## config.mk

```make
export PLATFORM = sky130hd
export DESIGN_NAME = sysid_ext_flat
export DESIGN_NICKNAME = d
export VERILOG_FILES = /design/src/rtl/sysid_ext_pkg.sv /design/src/rtl/sysid_ext_if.sv /design/src/rtl/sysid_uptime_counter.sv /design/src/rtl/sysid_ext.sv /design/src/flat_wrapper.sv
export SDC_FILE = /design/constraint.sdc
export NUM_CORES = 1
export LEC_CHECK = 0
export BUFFER_PORTS_ARGS = -buffer_cell sky130_fd_sc_hd__buf_4
export CORE_ASPECT_RATIO = 1.5
export CORE_MARGIN = 2
export CORE_UTILIZATION = 54
export DETAILED_ROUTE_END_ITERATION = 16
export GPL_ROUTABILITY_DRIVEN = 0
export PLACE_DENSITY_LB_ADDON = 0.05
export SLEW_MARGIN = 20
export SYNTH_ARGS = -nofsm -noshare
export SYNTH_HDL_FRONTEND = slang
export SYNTH_SLANG_ARGS = --single-unit
```

## constraint.sdc

```tcl
create_clock -name clock -period 2.5 [get_ports clock]
set_input_delay 0.625 -clock clock [delete_from_list [all_inputs] [get_ports clock]]
set_output_delay 0.625 -clock clock [all_outputs]
set_load 0.1 [all_outputs]
```

## src/rtl/sysid_ext_pkg.sv

```systemverilog
// Shared constants for the sysid_ext slave: word map, CONTROL bits, CAPS layout, address decode.
// Pure declarations; no latency or flow-control behaviour lives here.
package sysid_ext_pkg;

  localparam int DATA_W = 32;

  localparam int ADDR_ID        = 0;
  localparam int ADDR_TIMESTAMP = 1;
  localparam int ADDR_SCRATCH   = 2;
  localparam int ADDR_CAPS      = 3;
  localparam int ADDR_UPTIME_LO = 4;
  localparam int ADDR_UPTIME_HI = 5;
  localparam int ADDR_CONTROL   = 6;
  localparam int ADDR_RESERVED  = 7;
  localparam int ADDR_USER_BASE = 8;
  localparam int MAX_USER       = 8;

  localparam int CTRL_CLEAR_BIT  = 0;
  localparam int CTRL_FREEZE_BIT = 1;

  localparam int CAPS_NUM_USER_LSB = 0;
  localparam int CAPS_UPTIME_W_LSB = 8;
  localparam int CAPS_FIELD_W      = 8;

  typedef enum logic [3:0] {
    REG_ID,
    REG_TIMESTAMP,
    REG_SCRATCH,
    REG_CAPS,
    REG_UPTIME_LO,
    REG_UPTIME_HI,
    REG_CONTROL,
    REG_USER,
    REG_NONE
  } reg_sel_e;

  function automatic logic [DATA_W-1:0] caps_word(input int uptime_w, input int num_user);
    logic [DATA_W-1:0] w;
    w = '0;
    w[CAPS_UPTIME_W_LSB +: CAPS_FIELD_W] = CAPS_FIELD_W'(uptime_w);
    w[CAPS_NUM_USER_LSB +: CAPS_FIELD_W] = CAPS_FIELD_W'(num_user);
    return w;
  endfunction

  // Reserved word 7 and everything past the last user word fall through to REG_NONE.
  function automatic reg_sel_e decode_addr(input logic [31:0] a, input int num_user);
    reg_sel_e s;
    s = REG_NONE;
    case (a)
      32'(ADDR_ID):        s = REG_ID;
      32'(ADDR_TIMESTAMP): s = REG_TIMESTAMP;
      32'(ADDR_SCRATCH):   s = REG_SCRATCH;
      32'(ADDR_CAPS):      s = REG_CAPS;
      32'(ADDR_UPTIME_LO): s = REG_UPTIME_LO;
      32'(ADDR_UPTIME_HI): s = REG_UPTIME_HI;
      32'(ADDR_CONTROL):   s = REG_CONTROL;
      default: begin
        if (a >= 32'(ADDR_USER_BASE) && a < 32'(ADDR_USER_BASE + num_user)) begin
          s = REG_USER;
        end
      end
    endcase
    return s;
  endfunction

endpackage

```

## src/rtl/sysid_ext_if.sv

```systemverilog
// Avalon-MM style slave bus for sysid_ext: address/read/write/writedata in, readdata/readdatavalid out.
// Read latency 1, no waitrequest; the slave never backpressures.
interface sysid_ext_if
  import sysid_ext_pkg::*;
#(
  parameter int ADDR_WIDTH = 4
);

  logic [ADDR_WIDTH-1:0] address;
  logic                  read;
  logic                  write;
  logic [DATA_W-1:0]     writedata;
  logic [DATA_W-1:0]     readdata;
  logic                  readdatavalid;

  modport master (
    output address, read, write, writedata,
    input  readdata, readdatavalid
  );

  modport slave (
    input  address, read, write, writedata,
    output readdata, readdatavalid
  );

endinterface

```

## src/rtl/sysid_uptime_counter.sv

```systemverilog
// Free-running uptime counter with clear, load and freeze; wraps from all-ones to zero.
// Clear/load take effect on the next edge; counting never stalls the bus.
module sysid_uptime_counter #(
  parameter int UPTIME_WIDTH = 64
) (
  input  logic                    clock,
  input  logic                    reset,
  input  logic                    clear,
  input  logic                    load,
  input  logic [UPTIME_WIDTH-1:0] load_value,
  input  logic                    freeze,
  output logic [UPTIME_WIDTH-1:0] count
);

  logic [UPTIME_WIDTH-1:0] count_q;
  logic [UPTIME_WIDTH-1:0] count_d;

  // Clear beats load beats increment; reset is handled in the register itself.
  always_comb begin
    count_d = count_q;
    if (clear) begin
      count_d = '0;
    end else if (load) begin
      count_d = load_value;
    end else if (!freeze) begin
      count_d = count_q + UPTIME_WIDTH'(1);
    end
  end

  always_ff @(posedge clock) begin
    if (reset) begin
      count_q <= '0;
    end else begin
      count_q <= count_d;
    end
  end

  assign count = count_q;

endmodule

```

## src/rtl/sysid_ext.sv

```systemverilog
// System-ID slave: ID/timestamp/caps/user words, scratch, and a loadable uptime counter with coherent 64-bit read.
// Fixed read latency 1 with no waitrequest; every access is accepted in the cycle it is presented.
module sysid_ext
  import sysid_ext_pkg::*;
#(
  parameter logic [31:0]            ID_VALUE      = 32'h0,
  parameter logic [31:0]            TIMESTAMP     = 32'h0,
  parameter int                     NUM_USER      = 4,
  parameter logic [32*NUM_USER-1:0] USER_INFO     = {NUM_USER{32'h0}},
  parameter int                     UPTIME_WIDTH  = 64,
  parameter logic [31:0]            SCRATCH_RESET = 32'h0,
  parameter int                     ADDR_WIDTH    = 4
) (
  input  logic        clock,
  input  logic        reset,
  sysid_ext_if.slave  bus
);

  localparam logic [DATA_W-1:0]       CAPS_VALUE = caps_word(UPTIME_WIDTH, NUM_USER);
  localparam logic [32*MAX_USER-1:0]  USER_PAD   = (32*MAX_USER)'(USER_INFO);

  logic [DATA_W-1:0] scratch_q,       scratch_d;
  logic [DATA_W-1:0] hi_stage_q,      hi_stage_d;
  logic [DATA_W-1:0] hi_shadow_q,     hi_shadow_d;
  logic              freeze_q,        freeze_d;
  logic [DATA_W-1:0] readdata_q,      readdata_d;
  logic              readdatavalid_q, readdatavalid_d;

  logic [31:0]             addr_u;
  reg_sel_e                sel;
  logic [2:0]              user_idx;
  logic [DATA_W-1:0]       rd_word;
  logic                    cnt_clear;
  logic                    cnt_load;
  logic [63:0]             load_full;
  logic [UPTIME_WIDTH-1:0] load_value;
  logic [UPTIME_WIDTH-1:0] count;
  logic [63:0]             count_ext;

  always_comb begin
    addr_u   = 32'(bus.address);
    sel      = decode_addr(addr_u, NUM_USER);
    user_idx = 3'(addr_u - 32'(ADDR_USER_BASE));
  end

  always_comb begin
    count_ext                   = '0;
    count_ext[UPTIME_WIDTH-1:0] = count;
  end

  // The HI_STAGE word supplies the upper bits of a load; bits beyond the counter width are dropped.
  assign load_full  = {hi_stage_q, bus.writedata};
  assign load_value = load_full[UPTIME_WIDTH-1:0];

  always_comb begin
    rd_word = '0;
    unique case (sel)
      REG_ID:        rd_word = ID_VALUE;
      REG_TIMESTAMP: rd_word = TIMESTAMP;
      REG_SCRATCH:   rd_word = scratch_q;
      REG_CAPS:      rd_word = CAPS_VALUE;
      REG_UPTIME_LO: rd_word = count_ext[31:0];
      REG_UPTIME_HI: rd_word = hi_shadow_q;
      REG_CONTROL:   rd_word[CTRL_FREEZE_BIT] = freeze_q;
      REG_USER:      rd_word = USER_PAD[32*user_idx +: 32];
      default:       rd_word = '0;
    endcase
  end

  // Read data is taken from pre-edge state, so a same-cycle write never leaks into the read.
  always_comb begin
    scratch_d       = scratch_q;
    hi_stage_d      = hi_stage_q;
    hi_shadow_d     = hi_shadow_q;
    freeze_d        = freeze_q;
    cnt_clear       = 1'b0;
    cnt_load        = 1'b0;
    readdatavalid_d = bus.read;
    readdata_d      = bus.read ? rd_word : '0;

    if (bus.read && sel == REG_UPTIME_LO) begin
      hi_shadow_d = count_ext[63:32];
    end

    if (bus.write) begin
      unique case (sel)
        REG_SCRATCH:   scratch_d  = bus.writedata;
        REG_UPTIME_LO: cnt_load   = 1'b1;
        REG_UPTIME_HI: hi_stage_d = bus.writedata;
        REG_CONTROL: begin
          cnt_clear = bus.writedata[CTRL_CLEAR_BIT];
          freeze_d  = bus.writedata[CTRL_FREEZE_BIT];
        end
        default: ;
      endcase
    end
  end

  always_ff @(posedge clock) begin
    if (reset) begin
      scratch_q       <= SCRATCH_RESET;
      hi_stage_q      <= '0;
      hi_shadow_q     <= '0;
      freeze_q        <= 1'b0;
      readdata_q      <= '0;
      readdatavalid_q <= 1'b0;
    end else begin
      scratch_q       <= scratch_d;
      hi_stage_q      <= hi_stage_d;
      hi_shadow_q     <= hi_shadow_d;
      freeze_q        <= freeze_d;
      readdata_q      <= readdata_d;
      readdatavalid_q <= readdatavalid_d;
    end
  end

  sysid_uptime_counter #(
    .UPTIME_WIDTH (UPTIME_WIDTH)
  ) u_uptime (
    .clock      (clock),
    .reset      (reset),
    .clear      (cnt_clear),
    .load       (cnt_load),
    .load_value (load_value),
    .freeze     (freeze_q),
    .count      (count)
  );

  assign bus.readdata      = readdata_q;
  assign bus.readdatavalid = readdatavalid_q;

endmodule

```

## src/flat_wrapper.sv

```systemverilog
// flat-port wrapper written by rule: the top's interface ports become plain ports
module sysid_ext_flat import sysid_ext_pkg::*;
#(
  parameter logic [31:0]            ID_VALUE      = 32'h0,
  parameter logic [31:0]            TIMESTAMP     = 32'h0,
  parameter int                     NUM_USER      = 4,
  parameter logic [32*NUM_USER-1:0] USER_INFO     = {NUM_USER{32'h0}},
  parameter int                     UPTIME_WIDTH  = 64,
  parameter logic [31:0]            SCRATCH_RESET = 32'h0,
  parameter int                     ADDR_WIDTH    = 4
)
  (clock, reset, bus_address, bus_read, bus_write, bus_writedata, bus_readdata, bus_readdatavalid);
  sysid_ext_if #(.ADDR_WIDTH(ADDR_WIDTH)) bus_i ();
  input  logic clock;
  input  logic reset;
  input wire logic [$bits(bus_i.address)-1:0] bus_address;
  input wire logic [$bits(bus_i.read)-1:0] bus_read;
  input wire logic [$bits(bus_i.write)-1:0] bus_write;
  input wire logic [$bits(bus_i.writedata)-1:0] bus_writedata;
  output wire logic [$bits(bus_i.readdata)-1:0] bus_readdata;
  output wire logic [$bits(bus_i.readdatavalid)-1:0] bus_readdatavalid;
  assign bus_i.address = bus_address;
  assign bus_i.read = bus_read;
  assign bus_i.write = bus_write;
  assign bus_i.writedata = bus_writedata;
  assign bus_readdata = bus_i.readdata;
  assign bus_readdatavalid = bus_i.readdatavalid;
  sysid_ext #(.ID_VALUE(ID_VALUE), .TIMESTAMP(TIMESTAMP), .NUM_USER(NUM_USER), .USER_INFO(USER_INFO), .UPTIME_WIDTH(UPTIME_WIDTH), .SCRATCH_RESET(SCRATCH_RESET), .ADDR_WIDTH(ADDR_WIDTH)) u_core (.clock(clock), .reset(reset), .bus(bus_i));
endmodule
```

==> impl_metrics.ini <==
[outcome]
status = finished clean

[floorplan]
die_h_um = 153
core_mm2 = 0.0145
initial_core_util_pct = 55.4
core.rowCount = 54
dieArea_mm2 = 0.0159
die_width_um = 104
num_io_pins = 73

[layout]
multi_input_area_mm2 = 0.00390
fin_nets = 1108
area_delta_synth_final_pct = 20.3
diodes = 0
drive_gt1_share_pct = 15.4
seqCellArea_mm2 = 0.00388
fillerInstances = 1293
finish.utilization_pct = 66.6

[critical_path]
end_kind = register
worstSetupStartpointType = register
r2r_start = u_core.u_uptime.count[17]$_SDFFE_PP0P_
startpoint = u_core.u_uptime.count[17]$_SDFFE_PP0P_
cp_max_fo = 5
critical_path_class = reg -> reg
cp.arrival_ns = 2.64
crit_required_ns = 2.80

[pwr]
irDropWorstVdd_uv = 589
p_leak_nw = 3.35
pwr-share-comb_pct = 5.6
power.density_mw_per_mm2 = 648
power_frac_clock_pct = 43.8
sequentialPowerShare_pct = 50.6
p_int_mw = 4.69
p_sw_mw = 1.57
switching_share_pct = 25.1

[synth]
syn_inst = 996
synth_edf_count = 0
postSynthAreaPerCell_um2 = 8.08
synth.area.top_cells = dfxtp_1 (48%), nand2_1 (10%), a21oi_1 (9.0%), xor2_1 (3.6%), a222oi_1 (3.5%)
synth.distinct_cells = 41
yosysWarnings = 0
yosysMostFrequentCell = nand2_1
async_flop_share_pct = 0
ys_seq_elements = 194
syn_nets = 1037
synth.largest_area_cell = dfxtp_1
yosys-top-cells-count = nand2_1 (224), dfxtp_1 (194), a21oi_1 (144)
synth_ff_type = dfxtp_1
syn-cell-area_mm2 = 0.00804
ys_seq_area_share_pct = 48.3
netlist.area_leader.share_pct = 48.3

[grt]
gr-usage-all-layers_pct = 29.7
grt_pass1_vias = 7091
grt_pass1_wl_mm = 37.7
overflow = 0
grt_max_degree = 91
antenna_found_initial = 0

[route]
drc = 0
postRouteAntennaNets = 0
drtPass1Iterations = 8
drt_iter0_drc = 688
wl_mm = 23.5
vias = 7480
vias_per_cell = 5.86
detail_route.wl_per_cell_um = 18.4

[clock_tree]
cts_buffers = 17
ctsHoldBuffers = 0
clock_sinks = 194
cts_tree = done
clk_path_buf_depth = 2
htree_num_levels = 4
ctsRootBufferMaster = clkbuf_16
clk_latency_ns = 0.43
cts.reportedPaths.clkPinSlew_ns = 0.08

[sta]
fin_crit_sh_pct = 93.7
worst_pin_slew_ns = 0.820
max_slew_margin_pct = 45.3
final_max_slew_viol_count = 0
setup_violations = 0
finClkSkew_ns = 0.0106
fin_crit_ns = 2.34
fin_tns_setup_ns = 0
grt_setup_unrepaired = false
fmax_ghz = 0.427
hold_viol = 0

[run]
drv_cap = 0

[placement]
dpl.hpwl_mm = 16.1
port-buffer-count = 72

[hold_path]
hp-class = in -> reg
worstHoldStart = bus_writedata[20]
[metrics by stage]
| stage | cell area (um^2) | instances | power, mW | setup slack [ns] | hold WS (ns) |
|---|---|---|---|---|---|
| after floorplan | 8040 | 996 | 3.41 | 0.227 | 0.433 |
| after global placement | 9070 | 1243 | 3.59 | 0.247 | 0.439 |
| after detailed placement | 9070 | 1243 | 3.59 | 0.114 | 0.446 |
| after CTS | 9670 | 1275 | 6.29 | 0.0851 | 0.444 |
| after global routing | 9680 | 1276 | 6.45 | 0.0416 | 0.447 |
| final | 9680 | 1276 | 6.27 | 0.157 | 0.448 |
[sequential cells by signal, summed over array words and instances, names as in the netlist]
| register | flops |
|---|---|
| u_core.u_uptime.count | 64 |
| u_core.hi_stage_q | 32 |
| u_core.freeze_q | 1 |
| u_core.scratch_q | 32 |
| u_core.bus.readdata | 32 |
| u_core.bus.readdatavalid | 1 |
| u_core.hi_shadow_q | 32 |
[per-layer routing]
| metal | global-route usage (%) | routed length (um) | up-vias | part of all wire, % |
|---|---|---|---|---|
| met5 | 0 | 0 | - | 0 |
| met3 | 3.45 | 1180 | 35 | 5.0 |
| met4 | 11.4 | 457 | 0 | 1.9 |
| li1 | - | - | 3618 | - |
| met2 | 52.2 | 12100 | 252 | 51 |
| met1 | 37.3 | 9780 | 3575 | 42 |
[placed cells by master (no fill, tap or decap), types with 17 or more instances in the layout]
| master | count |
|---|---|
| nand2_1 | 223 |
| dfxtp_1 | 194 |
| a21oi_1 | 144 |
| buf_4 | 116 |
| nor2_1 | 68 |
| o21ai_0 | 45 |
| xor2_1 | 33 |
| nand3_1 | 29 |
| xnor2_1 | 29 |
| a222oi_1 | 28 |
| nand4_1 | 18 |
| a211oi_1 | 18 |
| clkbuf_16 | 17 |
[layout make-up]
type,instances,area share [%]
Multi-Input combinational cell,724,40.3
Clock buffer,18,4.43
Sequential cell,194,40.1
Inverter,6,0.233
Tap cell,196,2.53
Timing Repair Buffer,124,10.7
Clock inverter,14,1.75
[worst max-delay path: stages (launching register included)]
cell and delay, ns:
dfxtp_1 0.42, nand4_2 0.15, or4_1 0.55, or4b_1 0.68
nor2_1 0.17, xnor2_1 0.15, a21oi_1 0.09
[cell families (layout without fill, tap and decap cells)]
| group | Yosys count | count (layout) | synth area share [%] |
|---|---|---|---|
| adders and majority gates | 1 | 1 | 0.156 |
| muxes | 3 | 3 | 0.389 |
| xor gates and xnor gates | 62 | 62 | 6.75 |
| buffers and inverters | 78 | 162 | 3.67 |
| AOI/OAI and AO/OA | 247 | 247 | 18.0 |
| DFF | 194 | 194 | 48.3 |
| and+or+nand+nor | 411 | 411 | 22.7 |
[power by group through the flow]
stage	clock, mW	combinational [mW]	sequential (mW)
3_3_place_gp	0	0.350	3.24
4_1_cts	2.77	0.352	3.17
6_report	2.74	0.354	3.17
3_5_place_dp	0	0.350	3.24
5_1_grt	2.89	0.382	3.18
2_1_floorplan	0	0.170	3.24
[timing repair]
item	CTS	global route
setup buffers	0	1
resized for setup	0	1
endpoints found under the hold margin	0	0
endpoints found under the setup margin	0	4
[path summary, 6_finish.rpt]
| check | endpoint | slack (ns) | depth (start not counted) |
|---|---|---|---|
| setup reg to reg | u_core.u_uptime.count[33]$_SDFFE_PP0P_ | 0.16 | 6 |
| hold reg to reg | u_core.hi_stage_q[14]$_SDFFE_PP0P_ | 0.45 | 2 |
| hold / removal | u_core.hi_stage_q[20]$_SDFFE_PP0P_ | 0.45 | 3 |
| setup / recovery | u_core.u_uptime.count[33]$_SDFFE_PP0P_ | 0.16 | 6 |
No activity file was read; power rests on OpenSTA's default activity.
